==> src/rtl/memory_access.sv <==
// ----------------------------------------------------------------------------
// memory_access
//
// Memory-access stage of the LC-3 datapath. Takes an effective address and a
// load/store opcode (LD, ST, LDI, STI) and runs the data-memory transaction
// over a request/ready port. The indirect forms first read a pointer, then
// access the word it points to. Load results and their N/Z/P condition code
// go to writeback, and completion is flagged with a one-cycle DONE pulse.
//
// Ports:
//   CLK, RESET             clock; asynchronous active-high reset
//   START, OP, EA,         operation request, sampled only while idle
//   STORE_DATA
//   MEM_REQ, MEM_WE,       memory request port; all four are registered, so
//   MEM_ADDR, MEM_WDATA    they stay stable across wait cycles
//   MEM_RDATA, MEM_READY   memory response; a transfer completes on
//                          MEM_REQ & MEM_READY
//   BUSY, DONE             status, decoded from the state register
//   LOAD_DATA, NZP         last loaded word and its condition code
// ----------------------------------------------------------------------------
module memory_access (
    input  logic        CLK,
    input  logic        RESET,
    input  logic        START,
    input  logic [1:0]  OP,
    input  logic [15:0] EA,
    input  logic [15:0] STORE_DATA,
    output logic        MEM_REQ,
    output logic        MEM_WE,
    output logic [15:0] MEM_ADDR,
    output logic [15:0] MEM_WDATA,
    input  logic [15:0] MEM_RDATA,
    input  logic        MEM_READY,
    output logic        BUSY,
    output logic        DONE,
    output logic [15:0] LOAD_DATA,
    output logic [2:0]  NZP
);

    typedef enum logic [1:0] {
        OP_LD  = 2'b00,
        OP_ST  = 2'b01,
        OP_LDI = 2'b10,
        OP_STI = 2'b11
    } op_t;

    typedef enum logic [1:0] {
        S_IDLE = 2'b00,
        S_ACC1 = 2'b01,
        S_ACC2 = 2'b10,
        S_FIN  = 2'b11
    } state_t;

    state_t      state_q,  state_d;
    op_t         op_q,     op_d;
    logic [15:0] sdata_q,  sdata_d;
    logic        req_q,    req_d;
    logic        we_q,     we_d;
    logic [15:0] addr_q,   addr_d;
    logic [15:0] wdata_q,  wdata_d;
    logic [15:0] load_q,   load_d;
    logic [2:0]  nzp_q,    nzp_d;

    // Condition code of a loaded word; always exactly one bit set.
    function automatic logic [2:0] calc_nzp(input logic [15:0] value);
        if (value[15])
            return 3'b100;
        else if (value == 16'h0000)
            return 3'b010;
        else
            return 3'b001;
    endfunction

    always_comb begin
        // NOTE: every next-state value defaults to its current value first,
        // so no path through the case statement can leave one unassigned and
        // infer a latch.
        state_d = state_q;
        op_d    = op_q;
        sdata_d = sdata_q;
        req_d   = req_q;
        we_d    = we_q;
        addr_d  = addr_q;
        wdata_d = wdata_q;
        load_d  = load_q;
        nzp_d   = nzp_q;

        unique case (state_q)
            S_IDLE: begin
                if (START) begin
                    op_d    = op_t'(OP);
                    sdata_d = STORE_DATA;
                    addr_d  = EA;
                    we_d    = (op_t'(OP) == OP_ST);
                    // Write data is only replaced for a write; loads leave it alone.
                    if (op_t'(OP) == OP_ST)
                        wdata_d = STORE_DATA;
                    req_d   = 1'b1;
                    state_d = S_ACC1;
                end
            end

            S_ACC1: begin
                if (MEM_READY) begin
                    unique case (op_q)
                        OP_LD: begin
                            load_d  = MEM_RDATA;
                            nzp_d   = calc_nzp(MEM_RDATA);
                            req_d   = 1'b0;
                            we_d    = 1'b0;
                            state_d = S_FIN;
                        end
                        OP_ST: begin
                            req_d   = 1'b0;
                            we_d    = 1'b0;
                            state_d = S_FIN;
                        end
                        OP_LDI, OP_STI: begin
                            // Pointer read done: retarget the still-active
                            // request at the pointed-to word without dropping REQ.
                            addr_d  = MEM_RDATA;
                            we_d    = (op_q == OP_STI);
                            if (op_q == OP_STI)
                                wdata_d = sdata_q;
                            state_d = S_ACC2;
                        end
                        default: ;
                    endcase
                end
            end

            S_ACC2: begin
                if (MEM_READY) begin
                    if (op_q == OP_LDI) begin
                        load_d = MEM_RDATA;
                        nzp_d  = calc_nzp(MEM_RDATA);
                    end
                    req_d   = 1'b0;
                    we_d    = 1'b0;
                    state_d = S_FIN;
                end
            end

            S_FIN: begin
                state_d = S_IDLE;
            end

            default: state_d = S_IDLE;
        endcase
    end

    // NOTE: sequential state uses non-blocking assignments so every flop
    // samples the pre-edge values computed above, independent of statement order.
    always_ff @(posedge CLK or posedge RESET) begin
        if (RESET) begin
            state_q <= S_IDLE;
            op_q    <= OP_LD;
            sdata_q <= 16'h0000;
            req_q   <= 1'b0;
            we_q    <= 1'b0;
            addr_q  <= 16'h0000;
            wdata_q <= 16'h0000;
            load_q  <= 16'h0000;
            nzp_q   <= 3'b010;
        end else begin
            state_q <= state_d;
            op_q    <= op_d;
            sdata_q <= sdata_d;
            req_q   <= req_d;
            we_q    <= we_d;
            addr_q  <= addr_d;
            wdata_q <= wdata_d;
            load_q  <= load_d;
            nzp_q   <= nzp_d;
        end
    end

    assign MEM_REQ   = req_q;
    assign MEM_WE    = we_q;
    assign MEM_ADDR  = addr_q;
    assign MEM_WDATA = wdata_q;
    assign LOAD_DATA = load_q;
    assign NZP       = nzp_q;
    assign BUSY      = (state_q != S_IDLE);
    assign DONE      = (state_q == S_FIN);

endmodule

==> config.mk <==
export PLATFORM = sky130hd
export DESIGN_NAME = memory_access
export DESIGN_NICKNAME = d
export VERILOG_FILES = /design/src/rtl/memory_access.sv
export SDC_FILE = /design/constraint.sdc
export NUM_CORES = 1
export LEC_CHECK = 0
export CAP_MARGIN = 20
export CORE_UTILIZATION = 41
export DETAILED_ROUTE_END_ITERATION = 16
export PLACE_DENSITY = 0.88
export SLEW_MARGIN = 10
export SYNTH_ARGS = -nofsm -noshare
export SYNTH_HDL_FRONTEND = slang
export SYNTH_SLANG_ARGS = --single-unit
==> constraint.sdc <==
create_clock -name CLK -period 2.15 [get_ports CLK]
set_input_delay 0.3225 -clock CLK [delete_from_list [all_inputs] [get_ports CLK]]
set_output_delay 0.3225 -clock CLK [all_outputs]
set_load 0.02 [all_outputs]
==> results.md <==
* Dpl cell area at 4503 um^2
* GP Congestion at 0.8273
* Most frequent cell after synthesis: dfrtp_1
* Cts hold-fix bufs at 0
* Reg2reg path depth at 7
* Period utilisation layout at 98.36%
* Total CTS buffers at 9
* Die width at 91.47 um
* EDFF count, synth at 0
* DRC at 0
* Fill cells at 622
* Gr ovfl total at 0
* Dominant cell type by area after synthesis: dfrtp_1
* Placement Setup Slack at 0.005008 ns
* Dpl cells at 469
* Worst r2r dst: LOAD_DATA[6]
* Diode count at 0
* CTS tree: yes
* Net count after synthesis at 329
* Row cnt at 32
* Commonest cells post-synth: 71 x dfrtp_1, 36 x mux2_2, 33 x mux2i_1
* Core area at 7727 um^2
* Fmax at 472.9 MHz
* Final net count at 444
* Synthesized area at 3282 um^2
* Final WL at 7815 um
* Setup crit end kind: flop
* Area share of the largest cell type after synthesis at 54.14%
* Syn_area_per_cell at 12.25 um^2
* Via count at 2,535
* Synth Register Bits at 72
* Netlist cell types at 26
* Clock Path Buffers at 2
* Pre-Repair DR Iteration Count at 4
* Outcome: completed
* Routed len/inst at 15.95 um
* Pwr Density at 1621 nW/um^2
* Die height at 91.47 um
* Clk_skew at 0.009432 ns
* Async S/R FF share, synth at 100.0%
* P_leak at 1.940 nW
* GRT Total Usage at 18.92%
* Hold Fails Final Rpt at 0
* Hpwl dp at 5223 um
* Cell Count, Final, Fillers Out at 490
* Initial Util at 42.47%
* Register area share after synthesis at 54.94%
* Hold WC Path Type: in -> async
* Largest net degree at the start of global routing at 73
* Total negative slack at 0 ns
* Peak supply drop at 775.4 uV
* Fin. max-slew vios at 0
* Antenna Nets Post-Route at 0
* Ranking of synthesized cells by area: dfrtp_1 54%, mux2_2 12%, mux2i_1 10%, a21oi_1 4.9%, a31oi_1 3.0%
* Post-Layout Inst Area at 4786 um^2
* Ratio of cells with drive above 1 in the final layout at 19.33%
* # IOs at 109
* Clock transition at path regs at 0.07 ns
* First-pass GRT wire length at 12,470 um
* Die area at 8367 um^2
* Iteration-0 DRC Markers at 104
* Worst EP arrival at 2.33 ns
* FF-to-FF Start: state_q[0]
* Req. time, crit path at 2.36 ns
* Final hold slack at 0.3801 ns
* MaxCap Viol Count at 0
* Fin crit period at 2.115 ns
* Number of global-route vias before repair at 2,541
* CTS Root Cell: clkbuf_8
* Most used DFF post-synth: dfrtp_1
* Finished Core Util at 61.93%
* H-tree depth at 3
* Max transition margin at 61.12%
* Synth warnings at 0
* Clock sink total at 72
* Slew @ Worst Pin at 0.5832 ns
* Synthesis-to-finish area growth at 45.83%
* PortBufs at 108
* Critical path type: reg -> reg
* R2R Setup Slk at 0.04 ns
* Final setup viols at 0
* Worst setup margin at 0.03532 ns
* Total power at 7.757 mW
* Clk_lat worst skew at 0.33 ns
* Startpoint types: flop
* Initial antenna violation count at 0
* CP max FO at 10
* Vias per cell at 5.173
* Post-Syn Instances at 268
layout make-up:
type | instances | area [um^2] | share of cell area [%]
clock inverters | 5 | 56.30 | 1.176
multi-input cells | 170 | 1379 | 28.81
flip-flops and latches | 72 | 1804 | 37.70
inverters | 8 | 30.03 | 0.6275
well taps | 102 | 127.6 | 2.667
clock buffers | 11 | 141.4 | 2.954
repair buffers | 122 | 1247 | 26.07
critical path: stages (launching register included):
cell	delay, ns
dfrtp_1	0.38
inv_1	0.09
ha_1	0.25
or3b_4	0.40
a211oi_4	0.24
buf_6	0.16
buf_12	0.14
mux2_2	0.34
worst max path at each step:
| stage | from | end | cells past startpoint |
|---|---|---|---|
| 2_1_floorplan | RESET | LOAD_DATA[0] | 1 |
| 3_3_place_gp | state_q[1] | LOAD_DATA[9] | 6 |
| 3_5_place_dp | state_q[1] | LOAD_DATA[6] | 6 |
| 4_1_cts | state_q[1] | LOAD_DATA[6] | 6 |
| 5_1_grt | state_q[0] | LOAD_DATA[6] | 7 |
| 6_report | state_q[0] | LOAD_DATA[6] | 7 |
flip-flops by register name, indices dropped and copies added (netlist names):
| register | flops |
|---|---|
| sdata_q | 16 |
| LOAD_DATA | 16 |
| MEM_REQ | 1 |
| MEM_ADDR | 16 |
| state_q | 2 |
| MEM_WE | 1 |
| MEM_WDATA | 16 |
| op_q | 2 |
| NZP | 2 |
layer usage:
metal	wire length [um]	global-route usage (%)	vias up	part of all wire (%)
met1	3517	25.00	1262	45
met2	3847	30.76	75	49
li1	-	-	1192	-
met5	0	0	-	0
met3	397	5.444	6	5.1
met4	53	4.365	0	0.68
timing repair:
item	CTS	global route
endpoints found under the setup margin	2	16
cloned	0	2
resized for setup	2	6
setup buffers	0	3
pin swaps	0	1
where the power goes:
group          internal, mW  switching [mW]  leakage [nW]
logic                  2.07            2.18          1.01
clock network         0.566           0.483        0.0993
registers              2.06           0.397         0.829
cells in the final DEF, fill, tap and decap left out, drive strengths merged, types with 7 or more instances in the layout:
cell	instances
a21oi	32
a31oi	16
buf	13
clkbuf	12
clkdlybuf4s50	107
dfrtp	71
ha	7
inv	8
mux2	36
mux2i	33
nor2	19
logic make-up (layout without fill, tap and decap cells):
logic type	Yosys count	after routing	synth area share (%)
fa+ha+maj	7	7	2.669
buf+inv	26	146	3.965
compound gates	60	60	11.13
mux	69	69	22.42
flops	72	72	54.94
simple gates	34	34	4.880
(Power assumes the default switching activity.)
